## src/rtl/max_kofn.sv

```systemverilog
// Temporal K-of-N order statistic for race-logic columns: fires one pulse per
// gamma cycle when the K-th input arrival is seen, and reports its phase.
module max_kofn #(
    parameter int N_INPUTS          = 4,
    parameter int GAMMA_CYCLE_WIDTH = 16,
    parameter int PULSE_WIDTH       = 8
) (
    input  logic                                 aclk,
    input  logic                                 grst,
    input  logic [N_INPUTS-1:0]                  in,
    input  logic [$clog2(N_INPUTS):0]            k,
    output logic                                 y,
    output logic                                 y_valid,
    output logic [$clog2(GAMMA_CYCLE_WIDTH)-1:0] y_time,
    output logic [$clog2(GAMMA_CYCLE_WIDTH)-1:0] phase
);

    localparam int KW  = $clog2(N_INPUTS) + 1;
    localparam int PHW = $clog2(GAMMA_CYCLE_WIDTH);
    localparam int CW  = $clog2(PULSE_WIDTH + 1);

    localparam logic [PHW-1:0] LAST_PH = PHW'(GAMMA_CYCLE_WIDTH - 1);
    localparam logic [KW-1:0]  K_MAX   = KW'(N_INPUTS);
    localparam logic [CW-1:0]  PW_C    = CW'(PULSE_WIDTH);

    typedef enum logic [1:0] {IDLE, FIRE, DONE} state_t;

    logic [PHW-1:0]      phase_q, phase_d;
    logic [N_INPUTS-1:0] arrived_q, arrived_d;
    logic [KW-1:0]       k_q, k_d;
    state_t              state_q, state_d;
    logic [CW-1:0]       pcnt_q, pcnt_d;
    logic                y_q, y_d;
    logic                y_valid_q, y_valid_d;
    logic [PHW-1:0]      y_time_q, y_time_d;

    logic                last;
    logic [N_INPUTS-1:0] hit;
    logic [KW-1:0]       cnt;
    logic                detect;

    always_comb begin
        last    = (phase_q == LAST_PH);
        phase_d = last ? '0 : phase_q + 1'b1;
        // k is live during phase 0 itself so an arrival at phase 0 can fire
        k_d     = (phase_q == '0) ? k : k_q;

        hit = arrived_q | (last ? '0 : in);
        cnt = '0;
        for (int i = 0; i < N_INPUTS; i++)
            cnt = cnt + {{(KW-1){1'b0}}, hit[i]};

        detect = (state_q == IDLE) && (k_d != '0) && (k_d <= K_MAX) && (cnt >= k_d);

        arrived_d = hit;
        state_d   = state_q;
        pcnt_d    = pcnt_q;
        y_d       = 1'b0;
        y_valid_d = 1'b0;
        y_time_d  = y_time_q;

        case (state_q)
            IDLE: if (detect) begin
                state_d   = FIRE;
                pcnt_d    = CW'(1);
                y_d       = 1'b1;
                y_valid_d = 1'b1;
                y_time_d  = phase_q;
            end
            FIRE: if (pcnt_q < PW_C) begin
                y_d    = 1'b1;
                pcnt_d = pcnt_q + 1'b1;
            end else begin
                state_d = DONE;
            end
            DONE:    ;
            default: state_d = IDLE;
        endcase

        // Wrap clears per-gamma state so phase 0 starts idle; truncates pulses
        if (last) begin
            arrived_d = '0;
            state_d   = IDLE;
            pcnt_d    = '0;
            y_d       = 1'b0;
            y_valid_d = 1'b0;
        end
    end

    always_ff @(posedge aclk) begin
        if (grst) begin
            phase_q   <= '0;
            arrived_q <= '0;
            k_q       <= '0;
            state_q   <= IDLE;
            pcnt_q    <= '0;
            y_q       <= 1'b0;
            y_valid_q <= 1'b0;
            y_time_q  <= '0;
        end else begin
            phase_q   <= phase_d;
            arrived_q <= arrived_d;
            k_q       <= k_d;
            state_q   <= state_d;
            pcnt_q    <= pcnt_d;
            y_q       <= y_d;
            y_valid_q <= y_valid_d;
            y_time_q  <= y_time_d;
        end
    end

    assign y       = y_q;
    assign y_valid = y_valid_q;
    assign y_time  = y_time_q;
    assign phase   = phase_q;

endmodule

```

## config.mk

```make
export PLATFORM = sky130hd
export DESIGN_NAME = max_kofn
export DESIGN_NICKNAME = d
export VERILOG_FILES = /design/src/rtl/max_kofn.sv
export SDC_FILE = /design/constraint.sdc
export NUM_CORES = 1
export LEC_CHECK = 0
export CAP_MARGIN = 25
export CORE_MARGIN = 10
export CORE_UTILIZATION = 50
export CTS_BUF_LIST = sky130_fd_sc_hd__clkbuf_16
export CTS_CLUSTER_DIAMETER = 150
export DETAILED_ROUTE_END_ITERATION = 10
export GPL_TIMING_DRIVEN = 0
export PLACE_DENSITY = 0.77
export SLEW_MARGIN = 20
export SYNTH_ARGS = -nofsm -noshare
export SYNTH_HDL_FRONTEND = slang
export SYNTH_SLANG_ARGS = --single-unit
```

## constraint.sdc

```tcl
create_clock -name aclk -period 3.9 [get_ports aclk]
set_clock_uncertainty 0.2 [all_clocks]
set_input_delay 1.17 -clock aclk [delete_from_list [all_inputs] [get_ports aclk]]
set_output_delay 1.17 -clock aclk [all_outputs]
set_load 0.005 [all_outputs]
```

==> results.json, run 1 <==
{
  "switchingPower_mw": 0.183,
  "gr-total-overflow": 0,
  "dp_hpwl_mm": 1.84,
  "num_antenna_cells": 0,
  "synth_top_family_by_area": "simple AND/OR/NAND/NOR gates",
  "worstPathRequired_ps": 3850,
  "cp_top_family": "adder cells",
  "synth_edf_count": 0,
  "insertion_delay_ps": 260,
  "wirelength_mm": 2.47,
  "cp_cell_sequence": "clkdlybuf4s50_1 -> a21oi_2 -> fa_1 -> inv_1 -> ha_1 -> ha_1 -> ha_4 -> a211oi_4 -> a211oi_4 -> o31a_2",
  "routed_via_density": 5.37,
  "die_height_um": 66.5,
  "cp_max_fo": 7,
  "area_growth_pct": 30.2,
  "drtIter0Drc": 58,
  "cp-end-kind": "flop",
  "nets": 154,
  "holdCritPathClass": "flop to flop",
  "yosys-top-cells-count": "dfxtp_1 (23), nor2_1 (13), nand2b_1 (11)",
  "cp_slowest_stage_delay_ps": 540,
  "rows": 16,
  "post-synth-top-count-cell": "dfxtp_1",
  "cts_tree": "yes",
  "fin_util_pct": 70.3,
  "timing.fmax_mhz": 260,
  "power_frac_clock_pct": 32.9,
  "synth_xor_area_share_pct": 1.62,
  "clock-root-buffer": "clkbuf_16",
  "cts_max_path_buffers": 2,
  "synthCells": 113,
  "power_frac_comb_pct": 25.8,
  "min_period_ps": 3840,
  "synth_top_area_share_pct": 42.6,
  "grt_start_max_net_pins": 14,
  "finalNonFillerCells": 162,
  "port-buffer-count": 18,
  "antenna_left": 0,
  "synth_compound_area_share_pct": 13.2,
  "yosys.area.top_type": "dfxtp_1",
  "path_buf_inv": 2,
  "track_usage_pct": 12.2,
  "drive_above_1_share_pct": 10.4,
  "initial_utilization_pct": 53.9,
  "p_leak_nw": 0.545,
  "cts_num_sinks": 23,
  "synth.distinct_cells": 28,
  "grt_pass1_vias": 930,
  "setup.worst_path.start_class": "primary input",
  "ys_warn_count": 0,
  "dr_total_vias": 870,
  "maxCapViolCount": 0,
  "netlist_area_um2": 1080,
  "synth_area_per_cell_um2": 9.56,
  "setup_viol": 0,
  "fin_setup_tns_ps": 0,
  "yosys_register_bits": 23,
  "die_x_um": 66.5,
  "period_share_pct": 98.6,
  "tightest_slew_ps": 568,
  "cts_buffers": 3,
  "yosys.area_share.simple_pct": 20.7,
  "synthArstFlopShare_pct": 0,
  "p_per_area_nw_per_um2": 476,
  "drc": 0,
  "place_inst": 158,
  "drtPass1Iterations": 4,
  "synth-adder-area-share_pct": 11.1,
  "arrival_ps": 3790,
  "status": "complete, no violations",
  "yosysSeqAreaShare_pct": 42.6,
  "ios": 19,
  "relSlewSlack_pct": 61.9,
  "irDropWorstVdd_mv": 0.328,
  "power.share.sequential_pct": 41.3,
  "cp_slowest_cell": "fa_1",
  "slew_violations": 0,
  "post_drt_wl_per_cell_um": 15.2,
  "die-area_um2": 4420,
  "switching_share_pct": 27.4,
  "p_int_mw": 0.485,
  "postSynthNetCount": 131,
  "place.gp.congestion": 0.746,
  "grt_pass1_wl_mm": 4.23,
  "path_class": "primary input to flop",
  "grt_antenna_before_repair": 0,
  "muxShareOfSynthArea_pct": 7.53,
  "clk_pin_slew_ps": 60,
  "synth_ff_type": "dfxtp_1",
  "core-area_um2": 2000,
  "worst_hold_slack_ps": 277,
  "synth_area_leaders": "dfxtp_1 (43%), ha_1 (9.3%), mux2i_1 (6.5%)",
  "htree_num_levels": 1,
  "p_total_mw": 0.669,
  "final_hold_viol_count": 0
}
-- cells by family after synthesis --
group                    Yosys count
XOR/XNOR                           2
AO/OA/AOI/OAI                     21
multiplexers                       8
AND/OR/NAND/NOR                   41
flip-flops                        23
buffers and inverters              9
adder cells (fa/ha/maj)            9
-- per-layer routing --
metal	track usage (%)	routed length, um
met5	0	0
met4	6.02	42
met2	22.2	1340
met3	3.18	82
met1	12.6	999
-- cells in the final DEF (no fill, tap or decap) --
cell type	instances
dfxtp_1	23
clkdlybuf4s50_1	18
nor2_1	13
nand2b_1	11
nand3_1	8
a21oi_1	7
inv_1	7
mux2i_1	7
ha_1	7
o21ai_0	4
clkbuf_16	3
clkbuf_1	2
nor3_1	2
a211oi_4	2
a31oi_1	2
and2_1	2
a21oi_2	1
nor3b_2	1
mux2_2	1
a21o_1	1
nor2b_1	1
or3_1	1
or3b_4	1
o21ai_2	1
a211o_2	1
or2b_1	1
xnor2_1	1
a41o_1	1
o31a_2	1
xor2_1	1
fa_1	1
ha_4	1
clkinv_2	1
-- through the flow --
stage          instance area (um^2)  setup WS, ps
5_1_grt                        1410         -17.9
4_1_cts                        1380          25.5
6_report                       1410          55.3
3_5_place_dp                   1290          -386
2_1_floorplan                  1080           215
3_3_place_gp                   1290          -355
-- what timing repair did --
| item | in CTS | in global routing |
|---|---|---|
| pin swaps | 0 | 2 |
| setup buffers | 0 | 0 |
| gates resized for setup | 1 | 5 |
| hold buffers | 0 | 0 |
| gates cloned | 0 | 0 |
| endpoints found under the setup margin | 1 | 8 |
-- worst paths after layout --
path | from | end | slack, ps | depth (start not counted)
worst max-delay path | in[1] | pcnt_q[0] | 60 | 10
worst min-delay path | y_time[2] | y_time[2] | 280 | 2
worst max register to register | phase[0] | pcnt_q[0] | 480 | 11
worst min register to register | y_time[2] | y_time[2] | 280 | 2
-- area by class of cell --
cell class                 count  area [um^2]
buffer                         2         7.51
clock buffer                   3         75.1
clock inverter                 1         5.00
fill                         150          596
inverter                       7         26.3
multi-input combinational     81          618
sequential                    23          460
tap                           27         33.8
timing repair buffer          18          180
-- sequential cells by signal (all words and copies together) (netlist names) --
name,cells
state_q,2
y_valid,1
y,1
arrived_q,4
k_q,3
phase,4
pcnt_q,4
y_time,4
-- worst register-to-register path: cells and delay by family (launching register included) --
family	cells	cell delay, ps
AO/OA/AOI/OAI	4	1040
buffers and inverters	1	60
adder cells (fa/ha/maj)	5	1360
flip-flops	1	440
AND/OR/NAND/NOR	1	200
-- power groups by stage --
| stage | Combinational (mW) | Clock, mW | Sequential, mW |
|---|---|---|---|
| floorplan | 0.0977 | 0 | 0.278 |
| global placement | 0.142 | 0 | 0.279 |
| detailed placement | 0.147 | 0 | 0.281 |
| CTS | 0.153 | 0.223 | 0.275 |
| global route | 0.191 | 0.235 | 0.279 |
| finish | 0.173 | 0.220 | 0.276 |
(Power assumes the default switching activity.)
==> inputs of run 2 (changes only) <==
Settings changed: MAX_ROUTING_LAYER set to met4.
==> run 2 against run 1 <==
Global-route usage rose by 0.34 points. Register-to-register slack hardly changed. Worst setup slack worse by 0.99 ps. Highest routed layer unchanged. Flip-flop and latch count unchanged. Wire length grew 0.32%. Die area is the same. Via count shrank 0.11%. Utilization unchanged.
==> results.json, run 2 (synthesis results as in run 1) <==
{
  "status": "complete, no violations",
  "dp_hpwl_mm": 1.84,
  "antenna_left": 0,
  "drc": 0,
  "final_hold_viol_count": 0,
  "grt_start_max_net_pins": 14,
  "crit_end": "pcnt_q[0]",
  "holdCritPathClass": "flop to flop",
  "path_class": "primary input to flop",
  "routed_via_density": 5.36,
  "hold_buffers": 0,
  "grt_pass1_vias": 930,
  "layout_common_cells": "dfxtp_1 (23), clkdlybuf4s50_1 (18), nor2_1 (13), nand2b_1 (11), nand3_1 (8)",
  "clk_pin_slew_ps": 60,
  "initial_utilization_pct": 53.9,
  "relSlewSlack_pct": 62.5,
  "port-buffer-count": 18,
  "hp-start": "y_time[2]",
  "ios": 19,
  "r2r_setup_slack_ps": 470,
  "track_usage_pct": 12.6,
  "die-area_um2": 4420,
  "core-area_um2": 2000,
  "cp-end-kind": "flop",
  "rr_startpoint": "phase[0]",
  "htree_num_levels": 1,
  "irDropWorstVdd_mv": 0.328,
  "maxCapViolCount": 0,
  "nets": 154,
  "worstPathRequired_ps": 3840,
  "setup.worst_path.start_class": "primary input",
  "min_period_ps": 3850,
  "cp-startpoint": "in[1]",
  "p_leak_nw": 0.545,
  "cts_buffers": 3,
  "arrival_ps": 3790,
  "die_x_um": 66.5,
  "period_share_pct": 98.6,
  "drive_above_1_share_pct": 10.4,
  "place_area_um2": 1290,
  "slew_violations": 0,
  "cts_num_sinks": 23,
  "p_total_mw": 0.669,
  "gr-total-overflow": 0,
  "area_growth_pct": 30.2,
  "drtIter0Drc": 61,
  "cts_tree": "yes",
  "die_height_um": 66.5,
  "fin_setup_tns_ps": 0,
  "grt_antenna_before_repair": 0,
  "reg2regPathDepth": 11,
  "dr_total_vias": 869,
  "post_drt_wl_per_cell_um": 15.3,
  "clock-root-buffer": "clkbuf_16",
  "grt_pass1_wl_mm": 4.22,
  "num_antenna_cells": 0,
  "setup_viol": 0,
  "insertion_delay_ps": 250,
  "wirelength_mm": 2.48,
  "place.gp.congestion": 0.755,
  "postCtsSetupBuffers": 0,
  "cts_max_path_buffers": 2,
  "p_per_area_nw_per_um2": 475,
  "layout_commonest_cell": "dfxtp_1",
  "r2r-end": "pcnt_q[0]",
  "timing.fmax_mhz": 260,
  "rows": 16,
  "drtPass1Iterations": 4,
  "final_area_um2": 1410,
  "cp_max_fo": 7,
  "tightest_slew_ps": 560
}
run 2: cell counts in the layout (fill, tap and decap cells not counted):
No cell type changed its count.
run 2: worst max-delay path, cell delays in order:
cell and delay [ps]:
clkdlybuf4s50_1 480, a21oi_2 80, fa_1 540, inv_1 40
ha_1 180, ha_1 320, ha_4 230, a211oi_4 290
a211oi_4 110, o31a_2 340
run 2: metrics by stage:
stage / instances / worst slack (ps) / util (%) / hold slack (ps)
after floorplan: 113 / 215 / - / 250
after global placement: 158 / -355 / 64.6 / 259
after detailed placement: 158 / -386 / 64.6 / 275
after CTS: 162 / 25.5 / 68.9 / 283
after global routing: 162 / -17.9 / 70.3 / 306
final: 162 / 54.3 / 70.3 / 277
run 2: where the power goes:
part | switching, mW | leakage [nW] | internal (mW) | total [mW]
clock network | 0.0817 | 0.0409 | 0.138 | 0.220
logic | 0.0832 | 0.315 | 0.0898 | 0.173
registers | 0.0182 | 0.189 | 0.258 | 0.276
run 2: metal layers:
| metal | vias to the layer above | track usage [%] | share of wire, % |
|---|---|---|---|
| met5 | - | - | 0 |
| met4 | 0 | 6.02 | 1.6 |
| met3 | 5 | 3.01 | 2.4 |
| met2 | 9 | 22.2 | 54 |
| met1 | 425 | 12.7 | 42 |
| li1 | 430 | - | - |
run 2: how the worst min path moves through the flow:
stage	end	slack [ps]	cells after the start
finish	y_time[2]	280	2
global route	y_time[2]	310	2
CTS	y_time[2]	280	2
detailed placement	y_time[2]	280	2
global placement	y_time[0]	260	2
floorplan	arrived_q[0]	250	2
run 2: timing repair:
item	4_1_cts	5_1_grt
pin swaps	0	2
endpoints found under the setup margin	1	8
gates resized for setup	1	5
run 2: cell type report:
cell class	instances	area, um^2
plain buffers	2	7.51
clock inverters	1	5.00
flip-flops and latches	23	460
well taps	27	33.8
inverters	7	26.3
repair buffers	18	180
multi-input cells	81	618
fillers	150	596
clock buffers	3	75.1
==> inputs of run 3 (changes only) <==
Settings changed: CORE_UTILIZATION 50 to 46, PLACE_DENSITY 0.77 to 0.75.
Clock period 3.9 ns to 3.41 ns, I/O delays scaled along.
==> run 3 against run 2 <==
Via count grew 2.5%. Global-route usage shrank 0.38 points. Highest routed layer unchanged. Critical path depth grew 1. Design area grew 5.1%. Die area grew 6.0%. Combinational power grew 32%. Hold slack gained 5.6 ps. Worst setup slack gained 55 ps. Wire length grew 4.6%. Clock-buffer cell count is the same. Sequential share of layout area shrank 1.5 points.
==> results.json, run 3 (synthesis results as in run 1) <==
{
  "min_period_ps": 3300,
  "min_to": "y_time[0]",
  "cp_slowest_cell": "fa_1",
  "clk_pin_slew_ps": 60,
  "p_per_area_nw_per_um2": 536,
  "reg2regPathDepth": 12,
  "drc": 0,
  "hp-start": "y_time[0]",
  "cp_top_family": "compound AO/OA/AOI/OAI gates",
  "grt_pass1_wl_mm": 4.30,
  "r2r-end": "pcnt_q[0]",
  "cp-end-kind": "flop",
  "port-buffer-count": 18,
  "core-area_um2": 2230,
  "worstPathRequired_ps": 3350,
  "routed_via_density": 5.40,
  "status": "complete, no violations",
  "final_hold_viol_count": 0,
  "area_growth_pct": 36.8,
  "dr_total_vias": 891,
  "htree_num_levels": 1,
  "antenna_left": 0,
  "tightest_slew_ps": 523,
  "setup_viol": 0,
  "timing.fmax_mhz": 303,
  "drtIter0Drc": 89,
  "cts_max_path_buffers": 2,
  "p_total_mw": 0.792,
  "rows": 17,
  "gr-total-overflow": 0,
  "drive_above_1_share_pct": 19.7,
  "cts_buffers": 3,
  "final_area_um2": 1480,
  "whs_path_depth": 2,
  "cp_slowest_stage_delay_ps": 460,
  "holdCritPathClass": "flop to flop",
  "initial_utilization_pct": 48.3,
  "nets": 156,
  "arrival_ps": 3240,
  "hold_buffers": 0,
  "slew_violations": 0,
  "place_ws_ps": -575,
  "setup.worst_path.start_class": "primary input",
  "grt_pass1_vias": 919,
  "layout_setup_ws_ps": 109,
  "post_drt_wl_per_cell_um": 15.7,
  "place_area_um2": 1300,
  "die_x_um": 68.5,
  "die_height_um": 68.5,
  "cts_num_sinks": 23,
  "track_usage_pct": 12.2,
  "worst_hold_slack_ps": 282,
  "layout_commonest_cell": "dfxtp_1",
  "maxCapViolCount": 0,
  "place.gp.congestion": 0.781,
  "path_buf_inv": 3,
  "ios": 19,
  "rr_startpoint": "phase[1]",
  "path_class": "primary input to flop",
  "layout_common_cells": "dfxtp_1 (22), clkdlybuf4s50_1 (15), nor2_1 (13), nand2b_1 (10)",
  "cp_cell_sequence": "clkdlybuf4s15_1 -> a21oi_2 -> fa_1 -> inv_2 -> ha_4 -> inv_2 -> ha_4 -> nand2b_4 -> a211oi_4 -> a211oi_4 -> o31a_2",
  "period_share_pct": 96.8,
  "cp_max_fo": 7,
  "irDropWorstVdd_mv": 0.434,
  "wirelength_mm": 2.59,
  "grt_antenna_before_repair": 0,
  "drtPass1Iterations": 4,
  "die-area_um2": 4690,
  "insertion_delay_ps": 250,
  "num_antenna_cells": 0,
  "grt_start_max_net_pins": 13,
  "cts_tree": "yes",
  "r2r_setup_slack_ps": 160,
  "p_leak_nw": 0.560,
  "clock-root-buffer": "clkbuf_16",
  "relSlewSlack_pct": 65.0,
  "dp_hpwl_mm": 1.76
}
## run 3: cell types whose count changed in the layout (fill, tap and decap cells not counted), sizes merged
cell / change
buf: +3
clkdlybuf4s50: -3
clkdlybuf4s15: +2
clkinv: -1
inv: +1
## run 3: repair_timing
action	4_1_cts	5_1_grt
pin swaps	9	5
resized for setup	16	9
endpoints found under the setup margin	11	8
setup buffers	2	0
## run 3: worst max path at each step
stage	from	slack, ps	cells past startpoint	end
2_1_floorplan	in[1]	10	9	pcnt_q[0]
3_3_place_gp	in[1]	-540	10	pcnt_q[0]
3_5_place_dp	in[1]	-580	10	pcnt_q[0]
4_1_cts	in[3]	9	11	pcnt_q[0]
5_1_grt	phase[1]	-20	11	y_time[3]
6_report	in[1]	110	11	pcnt_q[0]
## run 3: stage by stage
stage	utilization, %	setup TNS, ps	instances
after floorplan	-	0	113
after global placement	58.2	-5080	159
after detailed placement	58.2	-5540	159
after CTS	64.1	0	165
after global routing	66.2	-24.8	165
final	66.2	0	165
## run 3: tightest hold or removal path, stage by stage (launching register included)
cell and delay (ps):
dfxtp_1 310, nand2b_1 60, mux2i_1 60
## run 3: final cells by class
type / count / area [um^2]
plain buffers: 2 / 7.51
clock buffers: 3 / 75.1
clock inverters: 1 / 3.75
fillers: 183 / 756
inverters: 7 / 26.3
multi-input cells: 81 / 678
flip-flops and latches: 23 / 462
well taps: 28 / 35.0
repair buffers: 20 / 190
## run 3: per-layer routing
metal | track usage [%] | part of all wire, % | up-vias
met5 | - | 0 | -
met2 | 22.6 | 55 | 14
met4 | 2.26 | 1.0 | 0
met3 | 2.45 | 3.1 | 6
li1 | - | - | 439
met1 | 13.0 | 41 | 432
## run 3: report_power, final
| part | switching [mW] | leakage [nW] | internal, mW | total (mW) |
|---|---|---|---|---|
| Sequential | 0.0214 | 0.189 | 0.295 | 0.317 |
| Combinational | 0.108 | 0.328 | 0.121 | 0.229 |
| Clock | 0.0898 | 0.0423 | 0.156 | 0.246 |
| Total | 0.219 | 0.560 | 0.572 | 0.792 |
